**src/rtl/fetch_sequencer_pkg.sv**
```systemverilog
// rtl/fetch_sequencer_pkg.sv - shared constants and types for the fetch front end
// Contents: ADDR_W, RESET_PC, INSTR_W, NOP_INSTR, qentry_t {instr, pc}
package fetch_sequencer_pkg;

    localparam int ADDR_W   = 10;
    localparam int RESET_PC = 0;
    localparam int INSTR_W  = 32;

    localparam logic [INSTR_W-1:0] NOP_INSTR = 32'h0000_0013;

    typedef struct packed {
        logic [INSTR_W-1:0] instr;
        logic [ADDR_W-1:0]  pc;
    } qentry_t;

endpackage

```
**src/rtl/fetch_sequencer_if.sv**
```systemverilog
// rtl/fetch_sequencer_if.sv - memory, redirect and decode signals of the fetch front end
// master: the sequencer (drives imem_addr_o/imem_stall_o, inst*/pc*/valid_o)
// slave : memory + redirect source + decode (drives imem_data_i, redirect_*, dec_ready_i)
interface fetch_sequencer_if #(
    parameter int ADDR_W = fetch_sequencer_pkg::ADDR_W
);
    import fetch_sequencer_pkg::*;

    logic [ADDR_W-1:0]    imem_addr_o;
    logic                 imem_stall_o;
    logic [2*INSTR_W-1:0] imem_data_i;
    logic                 redirect_i;
    logic [ADDR_W-1:0]    redirect_pc_i;
    logic [1:0]           dec_ready_i;
    logic [INSTR_W-1:0]   inst0_o;
    logic [INSTR_W-1:0]   inst1_o;
    logic [ADDR_W-1:0]    pc0_o;
    logic [ADDR_W-1:0]    pc1_o;
    logic [1:0]           valid_o;

    modport master (
        output imem_addr_o, imem_stall_o, inst0_o, inst1_o, pc0_o, pc1_o, valid_o,
        input  imem_data_i, redirect_i, redirect_pc_i, dec_ready_i
    );

    modport slave (
        input  imem_addr_o, imem_stall_o, inst0_o, inst1_o, pc0_o, pc1_o, valid_o,
        output imem_data_i, redirect_i, redirect_pc_i, dec_ready_i
    );

endinterface

```
**src/rtl/fetch_sequencer_queue.sv**
```systemverilog
// rtl/fetch_sequencer_queue.sv - instruction queue: 2-wide push, 0..2 pop, flush
// Ports: clock_i, reset_i, flush, push, push_data (pair), push_pc (PC of low word),
//        pop (0..2), head0/head1 instr+pc, count
module fetch_queue
    import fetch_sequencer_pkg::*;
#(
    parameter int DEPTH = 4,
    parameter int AW    = 10
) (
    input  logic                         clock_i,
    input  logic                         reset_i,
    input  logic                         flush,
    input  logic                         push,
    input  logic [2*INSTR_W-1:0]         push_data,
    input  logic [AW-1:0]                push_pc,
    input  logic [1:0]                   pop,
    output logic [INSTR_W-1:0]           head0_instr,
    output logic [AW-1:0]                head0_pc,
    output logic [INSTR_W-1:0]           head1_instr,
    output logic [AW-1:0]                head1_pc,
    output logic [$clog2(DEPTH):0]       count
);
    localparam int PW = $clog2(DEPTH);
    localparam int CW = PW + 1;

    logic [INSTR_W-1:0] instr_mem [DEPTH];
    logic [AW-1:0]      pc_mem    [DEPTH];
    logic [PW-1:0]      rd_ptr;
    logic [PW-1:0]      wr_ptr;

    // Storage needs no reset; only pointers and count define what is live.
    always_ff @(posedge clock_i) begin
        if (push) begin
            instr_mem[wr_ptr]          <= push_data[INSTR_W-1:0];
            instr_mem[wr_ptr + PW'(1)] <= push_data[2*INSTR_W-1:INSTR_W];
            pc_mem[wr_ptr]             <= push_pc;
            pc_mem[wr_ptr + PW'(1)]    <= push_pc + AW'(1);
        end
    end

    always_ff @(posedge clock_i) begin
        if (reset_i || flush) begin
            rd_ptr <= '0;
            wr_ptr <= '0;
            count  <= '0;
        end else begin
            if (push) begin
                wr_ptr <= wr_ptr + PW'(2);
            end
            rd_ptr <= rd_ptr + PW'(pop);
            count  <= count + (push ? CW'(2) : CW'(0)) - CW'(pop);
        end
    end

    assign head0_instr = instr_mem[rd_ptr];
    assign head0_pc    = pc_mem[rd_ptr];
    assign head1_instr = instr_mem[rd_ptr + PW'(1)];
    assign head1_pc    = pc_mem[rd_ptr + PW'(1)];

endmodule

```
**src/rtl/fetch_sequencer.sv**
```systemverilog
// rtl/fetch_sequencer.sv - fetch PC, issue and in-flight tracking for dual-word imem
// Ports: clock_i, reset_i (sync, active high), bus (fetch_sequencer_if.master):
//        imem_addr_o/imem_stall_o/imem_data_i, redirect_i/redirect_pc_i,
//        dec_ready_i, inst0_o/inst1_o/pc0_o/pc1_o/valid_o
module fetch_sequencer #(
    parameter int ADDR_W   = fetch_sequencer_pkg::ADDR_W,
    parameter int RESET_PC = fetch_sequencer_pkg::RESET_PC,
    parameter int QDEPTH   = 4
) (
    input  logic                clock_i,
    input  logic                reset_i,
    fetch_sequencer_if.master   bus
);
    import fetch_sequencer_pkg::*;

    localparam int CW = $clog2(QDEPTH) + 1;
    localparam int NW = CW + 1;
    localparam logic [ADDR_W-1:0] START_PC = ADDR_W'(RESET_PC);
    localparam logic [ADDR_W-1:0] PC_STEP  = ADDR_W'(2);

    logic [ADDR_W-1:0]  fetch_pc;
    logic [ADDR_W-1:0]  inflight_pc;
    logic               inflight;

    logic [CW-1:0]      count;
    logic [NW-1:0]      count_next;
    logic [1:0]         dec_sat;
    logic [1:0]         pop;
    logic               push;
    logic               issue;

    logic [INSTR_W-1:0] head0_instr;
    logic [INSTR_W-1:0] head1_instr;
    logic [ADDR_W-1:0]  head0_pc;
    logic [ADDR_W-1:0]  head1_pc;

    fetch_queue #(
        .DEPTH (QDEPTH),
        .AW    (ADDR_W)
    ) u_queue (
        .clock_i     (clock_i),
        .reset_i     (reset_i),
        .flush       (bus.redirect_i),
        .push        (push),
        .push_data   (bus.imem_data_i),
        .push_pc     (inflight_pc),
        .pop         (pop),
        .head0_instr (head0_instr),
        .head0_pc    (head0_pc),
        .head1_instr (head1_instr),
        .head1_pc    (head1_pc),
        .count       (count)
    );

    // Issue only if the pair coming back next cycle is guaranteed a slot.
    always_comb begin
        dec_sat = (bus.dec_ready_i == 2'd3) ? 2'd2 : bus.dec_ready_i;
        pop     = 2'd0;
        if (!bus.redirect_i) begin
            pop = (count >= CW'(dec_sat)) ? dec_sat : count[1:0];
        end
        push       = inflight && !bus.redirect_i;
        count_next = NW'(count) + (push ? NW'(2) : NW'(0)) - NW'(pop);
        issue      = bus.redirect_i || (count_next <= NW'(QDEPTH - 2));
    end

    always_comb begin
        bus.imem_addr_o  = fetch_pc;
        bus.imem_stall_o = !issue;
        bus.valid_o      = {count >= CW'(2), count != '0};
        if (reset_i) begin
            bus.imem_addr_o  = START_PC;
            bus.imem_stall_o = 1'b1;
            bus.valid_o      = 2'b00;
        end else if (bus.redirect_i) begin
            bus.imem_addr_o  = bus.redirect_pc_i;
            bus.imem_stall_o = 1'b0;
            bus.valid_o      = 2'b00;
        end
        bus.inst0_o = bus.valid_o[0] ? head0_instr : NOP_INSTR;
        bus.inst1_o = bus.valid_o[1] ? head1_instr : NOP_INSTR;
        bus.pc0_o   = head0_pc;
        bus.pc1_o   = head1_pc;
    end

    always_ff @(posedge clock_i) begin
        if (reset_i) begin
            fetch_pc    <= START_PC;
            inflight_pc <= START_PC;
            inflight    <= 1'b0;
        end else if (bus.redirect_i) begin
            fetch_pc    <= bus.redirect_pc_i + PC_STEP;
            inflight_pc <= bus.redirect_pc_i;
            inflight    <= 1'b1;
        end else if (issue) begin
            fetch_pc    <= fetch_pc + PC_STEP;
            inflight_pc <= fetch_pc;
            inflight    <= 1'b1;
        end else begin
            inflight    <= 1'b0;
        end
    end

endmodule

```
**src/flat_wrapper.sv**
```systemverilog
// flat-port wrapper written by rule: the top's interface ports become plain ports
module fetch_sequencer_flat import fetch_sequencer_pkg::*;
#(
    parameter int ADDR_W   = fetch_sequencer_pkg::ADDR_W,
    parameter int RESET_PC = fetch_sequencer_pkg::RESET_PC,
    parameter int QDEPTH   = 4
)
  (clock_i, reset_i, bus_imem_addr_o, bus_imem_stall_o, bus_inst0_o, bus_inst1_o, bus_pc0_o, bus_pc1_o, bus_valid_o, bus_imem_data_i, bus_redirect_i, bus_redirect_pc_i, bus_dec_ready_i);
  fetch_sequencer_if #(.ADDR_W(ADDR_W)) bus_i ();
  input  logic clock_i;
  input  logic reset_i;
  output wire logic [$bits(bus_i.imem_addr_o)-1:0] bus_imem_addr_o;
  output wire logic [$bits(bus_i.imem_stall_o)-1:0] bus_imem_stall_o;
  output wire logic [$bits(bus_i.inst0_o)-1:0] bus_inst0_o;
  output wire logic [$bits(bus_i.inst1_o)-1:0] bus_inst1_o;
  output wire logic [$bits(bus_i.pc0_o)-1:0] bus_pc0_o;
  output wire logic [$bits(bus_i.pc1_o)-1:0] bus_pc1_o;
  output wire logic [$bits(bus_i.valid_o)-1:0] bus_valid_o;
  input wire logic [$bits(bus_i.imem_data_i)-1:0] bus_imem_data_i;
  input wire logic [$bits(bus_i.redirect_i)-1:0] bus_redirect_i;
  input wire logic [$bits(bus_i.redirect_pc_i)-1:0] bus_redirect_pc_i;
  input wire logic [$bits(bus_i.dec_ready_i)-1:0] bus_dec_ready_i;
  assign bus_imem_addr_o = bus_i.imem_addr_o;
  assign bus_imem_stall_o = bus_i.imem_stall_o;
  assign bus_inst0_o = bus_i.inst0_o;
  assign bus_inst1_o = bus_i.inst1_o;
  assign bus_pc0_o = bus_i.pc0_o;
  assign bus_pc1_o = bus_i.pc1_o;
  assign bus_valid_o = bus_i.valid_o;
  assign bus_i.imem_data_i = bus_imem_data_i;
  assign bus_i.redirect_i = bus_redirect_i;
  assign bus_i.redirect_pc_i = bus_redirect_pc_i;
  assign bus_i.dec_ready_i = bus_dec_ready_i;
  fetch_sequencer #(.ADDR_W(ADDR_W), .RESET_PC(RESET_PC), .QDEPTH(QDEPTH)) u_core (.clock_i(clock_i), .reset_i(reset_i), .bus(bus_i));
endmodule
```
**config.mk**
```make
export PLATFORM = sky130hd
export DESIGN_NAME = fetch_sequencer_flat
export DESIGN_NICKNAME = d
export VERILOG_FILES = /design/src/rtl/fetch_sequencer_pkg.sv /design/src/rtl/fetch_sequencer_if.sv /design/src/rtl/fetch_sequencer_queue.sv /design/src/rtl/fetch_sequencer.sv /design/src/flat_wrapper.sv
export SDC_FILE = /design/constraint.sdc
export NUM_CORES = 1
export LEC_CHECK = 0
export ABC_AREA = 1
export CORE_ASPECT_RATIO = 2
export CORE_MARGIN = 3
export CORE_UTILIZATION = 57
export CTS_CLUSTER_SIZE = 28
export DETAILED_ROUTE_END_ITERATION = 16
export HOLD_SLACK_MARGIN = 0.03
export PLACE_DENSITY_LB_ADDON = 0.05
export SYNTH_ARGS = -nofsm -noshare
export SYNTH_HDL_FRONTEND = slang
export SYNTH_SLANG_ARGS = --single-unit
```
**constraint.sdc**
```tcl
create_clock -name clock_i -period 10.9 [get_ports clock_i]
set_input_delay 2.18 -clock clock_i [delete_from_list [all_inputs] [get_ports clock_i]]
set_output_delay 2.18 -clock clock_i [all_outputs]
set_load 0.05 [all_outputs]
```
==> flow_summary.yaml <==
drt:
  drtPass1Iterations: 5
  remaining_drc_errors: 0
  drt_wl_total_mm: 23.9
  ant_nets: 0
  dr_total_vias: 7377
  via_per_inst: 5.85
  dr.first_iter.drc_count: 468
  wl_per_cell_um: 18.9
synth:
  ys_dominant_reg_cell: "edfxtp_1"
  syn_nets: 992
  ys_types: 41
  netlist_instances: 904
  synth_edf_count: 168
  syn_area_um2: 9270
  seq_area_frac_synth: 0.603
  ys.warnings.count: 0
  synth-async-reset-ratio: 0
  ys_ff_latch: 195
  syn_area_per_cell_um2: 10.3
grt:
  grt_pass1_wl_mm: 36.5
  first_global_vias: 7216
  grt.total_usage: 0.267
  grt_max_degree: 85
  gr-total-overflow: 0
  grt_antenna_before_repair: 1
timing:
  fin_crit_ns: 8.51
  fin_ws_ns: 2.39
  final-hold-violation-count: 0
  setup_viol: 0
  finClkSkew_ns: 0.0126
  worst_pin_slew_ns: 1.16
  timing.final.crit_share: 0.781
  tns_ns: 0
  slew_viol_final: 0
  fmax_mhz: 118
  slew_headroom: 0.225
  rsz0062_at_grt: "no"
worst_setup_path:
  crit_path_end_kind: "output pin"
  max_stage_delay_ns: 0.74
  critPathMaxFanout: 24
  crit_top_cell: "inv_1"
  worstPathArrival_ns: 6.33
  cp.required_ns: 8.72
  start_kind: "input pin"
  critical_path_class: "in -> out"
  worst_path_max_delay_cell: "clkdlybuf4s50_1"
  path_cells: "clkdlybuf4s50_1, inv_1, nor2_1, ha_1, o21ai_0, nand4_1, nand3_1, inv_1, fa_1, inv_1, ha_1, fa_1, a21oi_1, nand2_2, nand2_2, nand2_1, clkdlybuf4s50_1"
  cp.buffers_inverters: 5
  cp_top_family: "adder cells"
cts:
  root_buffer: "clkbuf_16"
  post-cts-setup-buffer-count: 0
  ctsHtreeMaxLevel: 4
  cts_made_buffers: 17
  numClockSinks: 195
  clock_path_buffers: 2
  cts_tree: "built"
  clk_pin_slew_ns: 0.07
  holdBufCountCts: 0
  clk-insertion-delay-late_ns: 0.43
  ctsResizeCount: 0
placed_design:
  gp_congestion: 0.865
  dp_hpwl_mm: 15.6
  post-place-ws_ns: 2.42
  io_buffer_count: 175
final_layout:
  syn_to_final_growth_pct: 25.2
  drive_above_1_share: 0.0660
  final_cell_mix: "209 x nand2_1, 175 x clkdlybuf4s50_1, 168 x edfxtp_1, 77 x nor2_1, 62 x a21oi_1"
  layout_commonest_cell: "nand2_1"
  nets: 1135
die:
  die_w_um: 96.2
  fp.dieArea_um2: 17900
  pin_count: 176
  coreArea_um2: 15900
  die_y_um: 186
  start_util: 0.584
  row_count: 65
status:
  outcome: "finished, final reports clean"
power:
  leakage_nw: 4.18
  p_per_area_nw_per_um2: 206
  ir_drop_mv: 0.178
worst_hold_path:
  hp-class: "reg -> reg"
flow_run:
  cap_violations: 0
==> logic make-up after synthesis <==
family | count (synthesis) | synth area share
adder cells (fa/ha/maj) | 9 | 0.0138
AND/OR/NAND/NOR | 320 | 0.140
flip-flops | 195 | 0.603
AO/OA/AOI/OAI | 242 | 0.164
XOR/XNOR | 10 | 0.00945
buffers and inverters | 116 | 0.0576
multiplexers | 12 | 0.0130
==> area by class of cell <==
type / instances / area [um2]
antenna: 1 / 2.50
fill: 1142 / 4250
multi-input combinational: 593 / 3170
sequential: 195 / 5590
timing repair buffer: 186 / 1830
tap: 201 / 251
clock buffer: 18 / 429
clock inverter: 14 / 116
inverter: 54 / 209
==> metrics by stage <==
stage | hold slack (ns) | util | area [um2] | cells | power [W]
2_1_floorplan | 0.426 | - | 9270 | 904 | 0.00157
3_3_place_gp | 0.445 | 0.697 | 11100 | 1229 | 0.00181
3_5_place_dp | 0.452 | 0.697 | 11100 | 1229 | 0.00183
4_1_cts | 0.471 | 0.732 | 11600 | 1261 | 0.00240
5_1_grt | 0.505 | 0.732 | 11600 | 1262 | 0.00250
6_report | 0.466 | 0.732 | 11600 | 1262 | 0.00239
==> report_power, final <==
group / switching [W] / internal [W]
logic: 0.000558 / 0.000249
clock network: 0.000275 / 0.000300
registers: 0.0000734 / 0.000935
total: 0.000906 / 0.00148
==> cell usage after synthesis (3+ instances only) <==
master | instances | area share
nand2_2 | 6 | 0.0041
buf_4 | 7 | 0.0057
o22ai_1 | 39 | 0.026
xor2_1 | 7 | 0.0066
nand3_1 | 12 | 0.0065
nor2_4 | 4 | 0.0049
mux2i_1 | 12 | 0.013
ha_1 | 7 | 0.0094
nand2_1 | 209 | 0.085
nor2_1 | 79 | 0.032
inv_2 | 5 | 0.0020
o21ai_0 | 59 | 0.032
o211ai_1 | 13 | 0.011
a211oi_1 | 21 | 0.017
nand4_1 | 3 | 0.0020
xnor2_1 | 3 | 0.0028
dfxtp_1 | 27 | 0.058
nor2_2 | 3 | 0.0020
clkbuf_1 | 21 | 0.0085
buf_2 | 29 | 0.016
edfxtp_1 | 168 | 0.54
a311oi_1 | 29 | 0.027
a21oi_1 | 62 | 0.033
inv_1 | 47 | 0.019
o221ai_1 | 8 | 0.0076
==> registers in the layout (all words and copies together), names as in the netlist <==
name	cells
u_core.u_queue.pc_mem	40
u_core.u_queue.count	3
u_core.inflight_pc	10
u_core.inflight	1
u_core.fetch_pc	10
u_core.u_queue.rd_ptr	2
u_core.u_queue.instr_mem	128
u_core.u_queue.wr_ptr	1
==> worst paths after layout <==
kind | start | end | slack [ns] | cells after the start
worst min register to register | u_core.inflight_pc[9] | u_core.u_queue.pc_mem[2][9] | 0.47 | 0
worst max register to register | u_core.u_queue.count[0] | u_core.inflight_pc[3] | 6.56 | 16
worst max-delay path | bus_dec_ready_i[0] | bus_imem_stall_o | 2.39 | 17
worst min-delay path | u_core.inflight_pc[9] | u_core.u_queue.pc_mem[2][9] | 0.47 | 0
==> per-layer routing <==
| layer | global-route usage | routed length [um] | up-vias |
|---|---|---|---|
| li1 | - | - | 3529 |
| met5 | 0 | 0 | - |
| met4 | 0.114 | 923 | 0 |
| met1 | 0.291 | 8300 | 3487 |
| met2 | 0.479 | 13000 | 303 |
| met3 | 0.0577 | 1670 | 58 |
Note: power is estimated with default switching activity, not from simulation.
